===== config.mk =====
export PLATFORM = sky130hd
export DESIGN_NAME = mux_sel_pipe_flat
export DESIGN_NICKNAME = d
export VERILOG_FILES = /design/src/rtl/mux_pkg.sv /design/src/rtl/mux_sel_pipe_if.sv /design/src/rtl/mux_skid_buf.sv /design/src/rtl/mux_sel_pipe.sv /design/src/flat_wrapper.sv
export SDC_FILE = /design/constraint.sdc
export NUM_CORES = 1
export LEC_CHECK = 0
export ABC_AREA = 1
export BUFFER_PORTS_ARGS = -buffer_cell sky130_fd_sc_hd__buf_2
export CAP_MARGIN = 20
export CORE_MARGIN = 5
export CORE_UTILIZATION = 40
export DETAILED_ROUTE_END_ITERATION = 12
export MAX_ROUTING_LAYER = met4
export PLACE_DENSITY_LB_ADDON = 0.12
export SYNTH_ARGS = -nofsm -noshare
export SYNTH_HDL_FRONTEND = slang
export SYNTH_SLANG_ARGS = --single-unit

===== constraint.sdc =====
create_clock -name clk -period 1.25 [get_ports clk]
set_input_delay 0.125 -clock clk [delete_from_list [all_inputs] [get_ports clk]]
set_output_delay 0.125 -clock clk [all_outputs]
set_load 0.005 [all_outputs]

===== src/rtl/mux_pkg.sv =====
// Shared types and sizing helpers for the mux_sel_pipe selector and its output buffer.
package mux_pkg;

    localparam int unsigned BUF_DEPTH = 2;

    // Two bits cover occupancy 0..BUF_DEPTH
    typedef logic [1:0] cnt_t;

    // Select width: at least one bit even for a two-channel mux
    function automatic int unsigned sel_w(input int unsigned ch);
        return (ch <= 2) ? 1 : $clog2(ch);
    endfunction

endpackage


===== src/rtl/mux_sel_pipe_if.sv =====
// Source-select request and buffered result handshake bundle for mux_sel_pipe.
interface mux_sel_pipe_if
    import mux_pkg::*;
#(
    parameter int unsigned N    = 8,
    parameter int unsigned CH   = 4,
    parameter int unsigned SELW = sel_w(CH)
);

    logic [CH-1:0][N-1:0] in_data;
    logic [SELW-1:0]      in_sel;
    logic                 in_valid;
    logic                 in_ready;
    logic [N-1:0]         out_data;
    logic                 out_valid;
    logic                 out_ready;
    logic                 sel_err;

    modport master (
        output in_data, in_sel, in_valid, out_ready,
        input  in_ready, out_data, out_valid, sel_err
    );

    modport slave (
        input  in_data, in_sel, in_valid, out_ready,
        output in_ready, out_data, out_valid, sel_err
    );

endinterface


===== src/rtl/mux_skid_buf.sv =====
// Two-entry in-order FIFO with valid/ready on both sides; ready/valid come straight from flops.
module mux_skid_buf
    import mux_pkg::*;
#(
    parameter int unsigned W = 8
) (
    input  logic         clk,
    input  logic         rst_n,
    input  logic         i_in_valid,
    output logic         o_in_ready,
    input  logic [W-1:0] i_in_data,
    output logic         o_out_valid,
    input  logic         i_out_ready,
    output logic [W-1:0] o_out_data
);

    localparam cnt_t FULL = cnt_t'(BUF_DEPTH);

    cnt_t         r_count;
    logic [W-1:0] r_ent0;
    logic [W-1:0] r_ent1;
    logic         r_in_ready;
    logic         r_out_valid;

    logic w_push;
    logic w_pop;
    cnt_t w_count_nxt;

    assign w_push = i_in_valid && r_in_ready;
    assign w_pop  = r_out_valid && i_out_ready;

    always_comb begin
        w_count_nxt = r_count;
        if (w_push && !w_pop) begin
            w_count_nxt = cnt_t'(r_count + cnt_t'(1));
        end else if (w_pop && !w_push) begin
            w_count_nxt = cnt_t'(r_count - cnt_t'(1));
        end
    end

    // r_ent0 is always the oldest entry, so it drives the output directly
    always_ff @(posedge clk or negedge rst_n) begin
        if (!rst_n) begin
            r_count     <= '0;
            r_ent0      <= '0;
            r_ent1      <= '0;
            r_in_ready  <= 1'b1;
            r_out_valid <= 1'b0;
        end else begin
            r_count     <= w_count_nxt;
            r_in_ready  <= (w_count_nxt != FULL);
            r_out_valid <= (w_count_nxt != cnt_t'(0));
            case ({w_push, w_pop})
                2'b10: begin
                    if (r_count == cnt_t'(0)) begin
                        r_ent0 <= i_in_data;
                    end else begin
                        r_ent1 <= i_in_data;
                    end
                end
                2'b01: begin
                    if (r_count == FULL) begin
                        r_ent0 <= r_ent1;
                    end
                end
                2'b11: begin
                    r_ent0 <= i_in_data;
                end
                default: ;
            endcase
        end
    end

    assign o_in_ready  = r_in_ready;
    assign o_out_valid = r_out_valid;
    assign o_out_data  = r_ent0;

endmodule


===== src/rtl/mux_sel_pipe.sv =====
// Registered datapath source selector: zero channel, narrow channel extension, 2-deep result buffer.
// Define MUX_SIGN_EXT_EN to sign-extend the narrow channel instead of zero-extending it.
module mux_sel_pipe
    import mux_pkg::*;
#(
    parameter int unsigned N         = 8,
    parameter int unsigned CH        = 4,
    parameter int unsigned ZERO_CH   = 1,
    parameter int unsigned NARROW_CH = 2,
    parameter int unsigned NARROW_W  = 5
) (
    input  logic         clk,
    input  logic         rst_n,
    mux_sel_pipe_if.slave bus
);

    localparam int unsigned SELW = sel_w(CH);

    if (ZERO_CH == NARROW_CH) begin : g_chk_distinct
        $error("mux_sel_pipe: ZERO_CH and NARROW_CH must differ");
    end
    if (ZERO_CH >= CH || NARROW_CH >= CH) begin : g_chk_range
        $error("mux_sel_pipe: ZERO_CH and NARROW_CH must be below CH");
    end
    if (NARROW_W < 1 || NARROW_W > N) begin : g_chk_narrow
        $error("mux_sel_pipe: NARROW_W must lie in 1..N");
    end

    logic [NARROW_W-1:0] w_narrow;
    logic [N-1:0]        w_narrow_ext;
    logic [N-1:0]        w_sel_data;
    logic                w_sel_oob;
    logic                w_accept;
    logic                r_sel_err;

    assign w_narrow = bus.in_data[NARROW_CH][NARROW_W-1:0];

`ifdef MUX_SIGN_EXT_EN
    assign w_narrow_ext = N'($signed(w_narrow));
`else
    assign w_narrow_ext = N'(w_narrow);
`endif

    // Out-of-range selects only exist when CH is not a power of two
    if (CH < (2 ** SELW)) begin : g_oob
        assign w_sel_oob = (bus.in_sel >= SELW'(CH));
    end else begin : g_no_oob
        assign w_sel_oob = 1'b0;
    end

    // Unmatched (out-of-range) selects fall through to zero
    always_comb begin
        w_sel_data = '0;
        for (int unsigned c = 0; c < CH; c++) begin
            if (bus.in_sel == SELW'(c)) begin
                if (c == ZERO_CH) begin
                    w_sel_data = '0;
                end else if (c == NARROW_CH) begin
                    w_sel_data = w_narrow_ext;
                end else begin
                    w_sel_data = bus.in_data[c];
                end
            end
        end
    end

    assign w_accept = bus.in_valid && bus.in_ready;

    always_ff @(posedge clk or negedge rst_n) begin
        if (!rst_n) begin
            r_sel_err <= 1'b0;
        end else if (w_accept && w_sel_oob) begin
            r_sel_err <= 1'b1;
        end
    end

    assign bus.sel_err = r_sel_err;

    mux_skid_buf #(
        .W (N)
    ) u_buf (
        .clk         (clk),
        .rst_n       (rst_n),
        .i_in_valid  (bus.in_valid),
        .o_in_ready  (bus.in_ready),
        .i_in_data   (w_sel_data),
        .o_out_valid (bus.out_valid),
        .i_out_ready (bus.out_ready),
        .o_out_data  (bus.out_data)
    );

endmodule


===== src/flat_wrapper.sv =====
// flat-port wrapper written by rule: the top's interface ports become plain ports
module mux_sel_pipe_flat import mux_pkg::*;
#(
    parameter int unsigned N         = 8,
    parameter int unsigned CH        = 4,
    parameter int unsigned ZERO_CH   = 1,
    parameter int unsigned NARROW_CH = 2,
    parameter int unsigned NARROW_W  = 5
)
  (clk, rst_n, bus_in_data, bus_in_sel, bus_in_valid, bus_out_ready, bus_in_ready, bus_out_data, bus_out_valid, bus_sel_err);
  mux_sel_pipe_if #(.N(N), .CH(CH)) bus_i ();
  input  logic clk;
  input  logic rst_n;
  input wire logic [$bits(bus_i.in_data)-1:0] bus_in_data;
  input wire logic [$bits(bus_i.in_sel)-1:0] bus_in_sel;
  input wire logic [$bits(bus_i.in_valid)-1:0] bus_in_valid;
  input wire logic [$bits(bus_i.out_ready)-1:0] bus_out_ready;
  output wire logic [$bits(bus_i.in_ready)-1:0] bus_in_ready;
  output wire logic [$bits(bus_i.out_data)-1:0] bus_out_data;
  output wire logic [$bits(bus_i.out_valid)-1:0] bus_out_valid;
  output wire logic [$bits(bus_i.sel_err)-1:0] bus_sel_err;
  assign bus_i.in_data = bus_in_data;
  assign bus_i.in_sel = bus_in_sel;
  assign bus_i.in_valid = bus_in_valid;
  assign bus_i.out_ready = bus_out_ready;
  assign bus_in_ready = bus_i.in_ready;
  assign bus_out_data = bus_i.out_data;
  assign bus_out_valid = bus_i.out_valid;
  assign bus_sel_err = bus_i.sel_err;
  mux_sel_pipe #(.N(N), .CH(CH), .ZERO_CH(ZERO_CH), .NARROW_CH(NARROW_CH), .NARROW_W(NARROW_W)) u_core (.clk(clk), .rst_n(rst_n), .bus(bus_i));
endmodule

==> impl_metrics.toml <==
[synth]
synth_warnings = 0
syn_nets = 197
avgSynthCellArea_um2 = 7.24
yosys_most_used_dff = "dfrtp_1"
synth_area_leaders = "dfrtp_1 (42%), nand2_1 (25%), nand3_1 (9.7%)"
ys_types = 18
synth_top_area_share = 0.419
ys_seq_elements = 20
synth_top_cell_by_area = "dfrtp_1"
ys_seq_area_frac = 0.442
synth_area_um2 = 1140
syn-instance-count = 157
async_flop_share = 1.00
synth_edf_count = 0

[min_path]
hp-class = "input port to flop"
holdPathStages = 5

[clock_tree]
root_buffer = "clkbuf_4"
clockBufferDepth = 2
cts.sink_count = 20
cts-htree-levels = 1
cts_tree = "yes"
cts_buffers = 3
insertion_delay_ns = 0.31
path_clk_slew_ns = 0.12

[status]
status = "complete, no violations"

[power_and_ir_drop]
ir_drop_uv = 1250
p_leak_nw = 0.840
p_per_area_nw_per_um2 = 1920

[global_route]
antenna_found_initial = 0
grt_overflow_total = 0
grtUsageTotal = 0.145
grt_pass1_vias = 1045
grt_pass1_wl_um = 4620
grt_max_degree = 21

[place]
place_congestion = 0.774
hpwl_um = 2070
dpl_cell_area_um2 = 1370
port_buffers = 36

[sta]
setup_tns_ns = 0
skew_ns = 0.0116
timing.fmax_mhz = 806
maxSlewViolCount = 0
rsz0062_at_grt = "yes"
finalHoldViolCount = 0
setup_viol = 0
period_share = 0.992
period_minus_slack_ns = 1.24

[final_layout]
final_area_um2 = 1450
register_area_um2 = 502
syn2layout_area_growth_pct = 27.9
layout-drive-gt1-share = 0.318
fill_cells = 279
n_antenna_cell = 0
multi_input_area_um2 = 587
fin_nets = 239

[die]
core_um2 = 2730
die_area_um2 = 4010
boundaryPins = 49
initial_core_util = 0.416
fp-row-count = 19
die_y_um = 63.3
die_w_um = 63.3

[routing]
ant_nets = 0
vias = 1114
wirelength_um = 2620
drc = 0
drt_iter0_drc = 49
routedWlPerCell_um = 11.5
first_pass_iters = 4
vias_per_cell = 4.86

[setup_path]
r2r-start = "u_core.u_buf.o_in_ready"
cp.required_ns = 1.49
timing.rr.end = "u_core.u_buf.o_out_data[6]"
worstSetupEndpointType = "flop"
crit_type = "flop to flop"
r2r_cells = 7
crit_path_end = "u_core.u_buf.o_out_data[6]"
cp-start-kind = "flop"
cp_max_fo = 8
crit_start = "u_core.u_buf.o_in_ready"
r2r_setup_slack_ns = 0.01
cp.arrival_ns = 1.48

[run]
maxCapViolCount = 0
## state kept, by name (all words and copies together), names as in the netlist
| register | flops |
|---|---|
| u_core.u_buf.o_in_ready | 1 |
| u_core.u_buf.o_out_data | 8 |
| u_core.u_buf.o_out_valid | 1 |
| u_core.u_buf.r_count | 2 |
| u_core.u_buf.r_ent1 | 8 |
## worst max-delay path: stages (launching register included)
cell     delay [ns]
dfstp_2        0.57
nand2_4        0.07
inv_4          0.07
nand3_4        0.11
nand2_4        0.13
buf_12         0.12
nand2_1        0.05
nand2_1        0.06
## synthesized netlist by cell type, types with 2 or more instances
library cell / n
nand2_1: 77
nand3_1: 22
dfrtp_1: 19
nor2_1: 11
inv_1: 8
nand4_1: 5
buf_4: 2
buf_6: 2
ha_1: 2
## how the worst min path moves through the flow
| stage | start | to | slack [ns] |
|---|---|---|---|
| after CTS | bus_in_data[6] | u_core.u_buf.r_ent1[6] | 0.13 |
| after global placement | rst_n | u_core.u_buf.o_out_valid | 0.1 |
| final | bus_in_data[6] | u_core.u_buf.r_ent1[6] | 0.13 |
| after global routing | bus_in_data[4] | u_core.u_buf.r_ent1[4] | 0.15 |
| after floorplan | rst_n | u_core.u_buf.o_out_data[0] | -0.17 |
| after detailed placement | rst_n | u_core.u_buf.o_out_valid | 0.1 |
## placed cells by master, fill, tap and decap left out, types with 2 or more instances in the layout
master	instances
nand2_1	71
buf_2	36
nand3_1	21
dfrtp_1	19
nor2_1	11
nand2_2	6
nand4_1	5
inv_2	3
inv_1	3
clkbuf_4	3
buf_4	3
nand2_4	2
nand3_2	2
ha_1	2
buf_12	2
## layer usage
metal | track usage | share of wire | vias to the layer above
met5 | - | 0 | -
met4 | 0.0468 | 0.0088 | 0
met3 | 0.0391 | 0.075 | 2
met2 | 0.191 | 0.41 | 41
met1 | 0.212 | 0.51 | 490
li1 | - | - | 581
## logic make-up (layout without fill, tap and decap cells)
family | after synthesis | in the layout | synth area share
buf+inv | 13 | 54 | 0.0639
fa+ha+maj | 2 | 2 | 0.0220
other cells | 1 | 1 | 0.00330
simple gates | 120 | 120 | 0.465
compound gates | 1 | 1 | 0.00440
flops | 20 | 20 | 0.442
## power by group
part	switching, mW	internal, mW	total [mW]
combinational	0.711	0.563	1.27
clock	0.203	0.178	0.380
sequential	0.165	0.963	1.13
## metrics by stage
step                      hold slack (ns)  setup WS [ns]  instances  power, mW   util
after floorplan                    -0.171        -0.0296        157       1.89      -
after global placement             0.0967        -0.0129        223       2.29  0.500
after detailed placement           0.0967        -0.0639        223       2.34  0.500
after CTS                           0.131         0.0126        229       2.81  0.530
after global routing                0.149        -0.0760        229       3.06  0.531
final                               0.130        0.00975        229       2.78  0.531
## layout make-up
cell class	count	area share
Multi-Input combinational cell	124	0.404
Sequential cell	20	0.345
Timing Repair Buffer	42	0.174
Tap cell	31	0.0267
Clock buffer	4	0.0250
Inverter	8	0.0250
## repair_timing
item / 4_1_cts / 5_1_grt
endpoints found under the hold margin: 19 / 0
gates resized for setup: 12 / 3
pin swaps: 1 / 4
endpoints found under the setup margin: 20 / 18
setup buffers: 1 / 0
hold buffers: 1 / 0
Note: power is estimated with default switching activity, not from simulation.
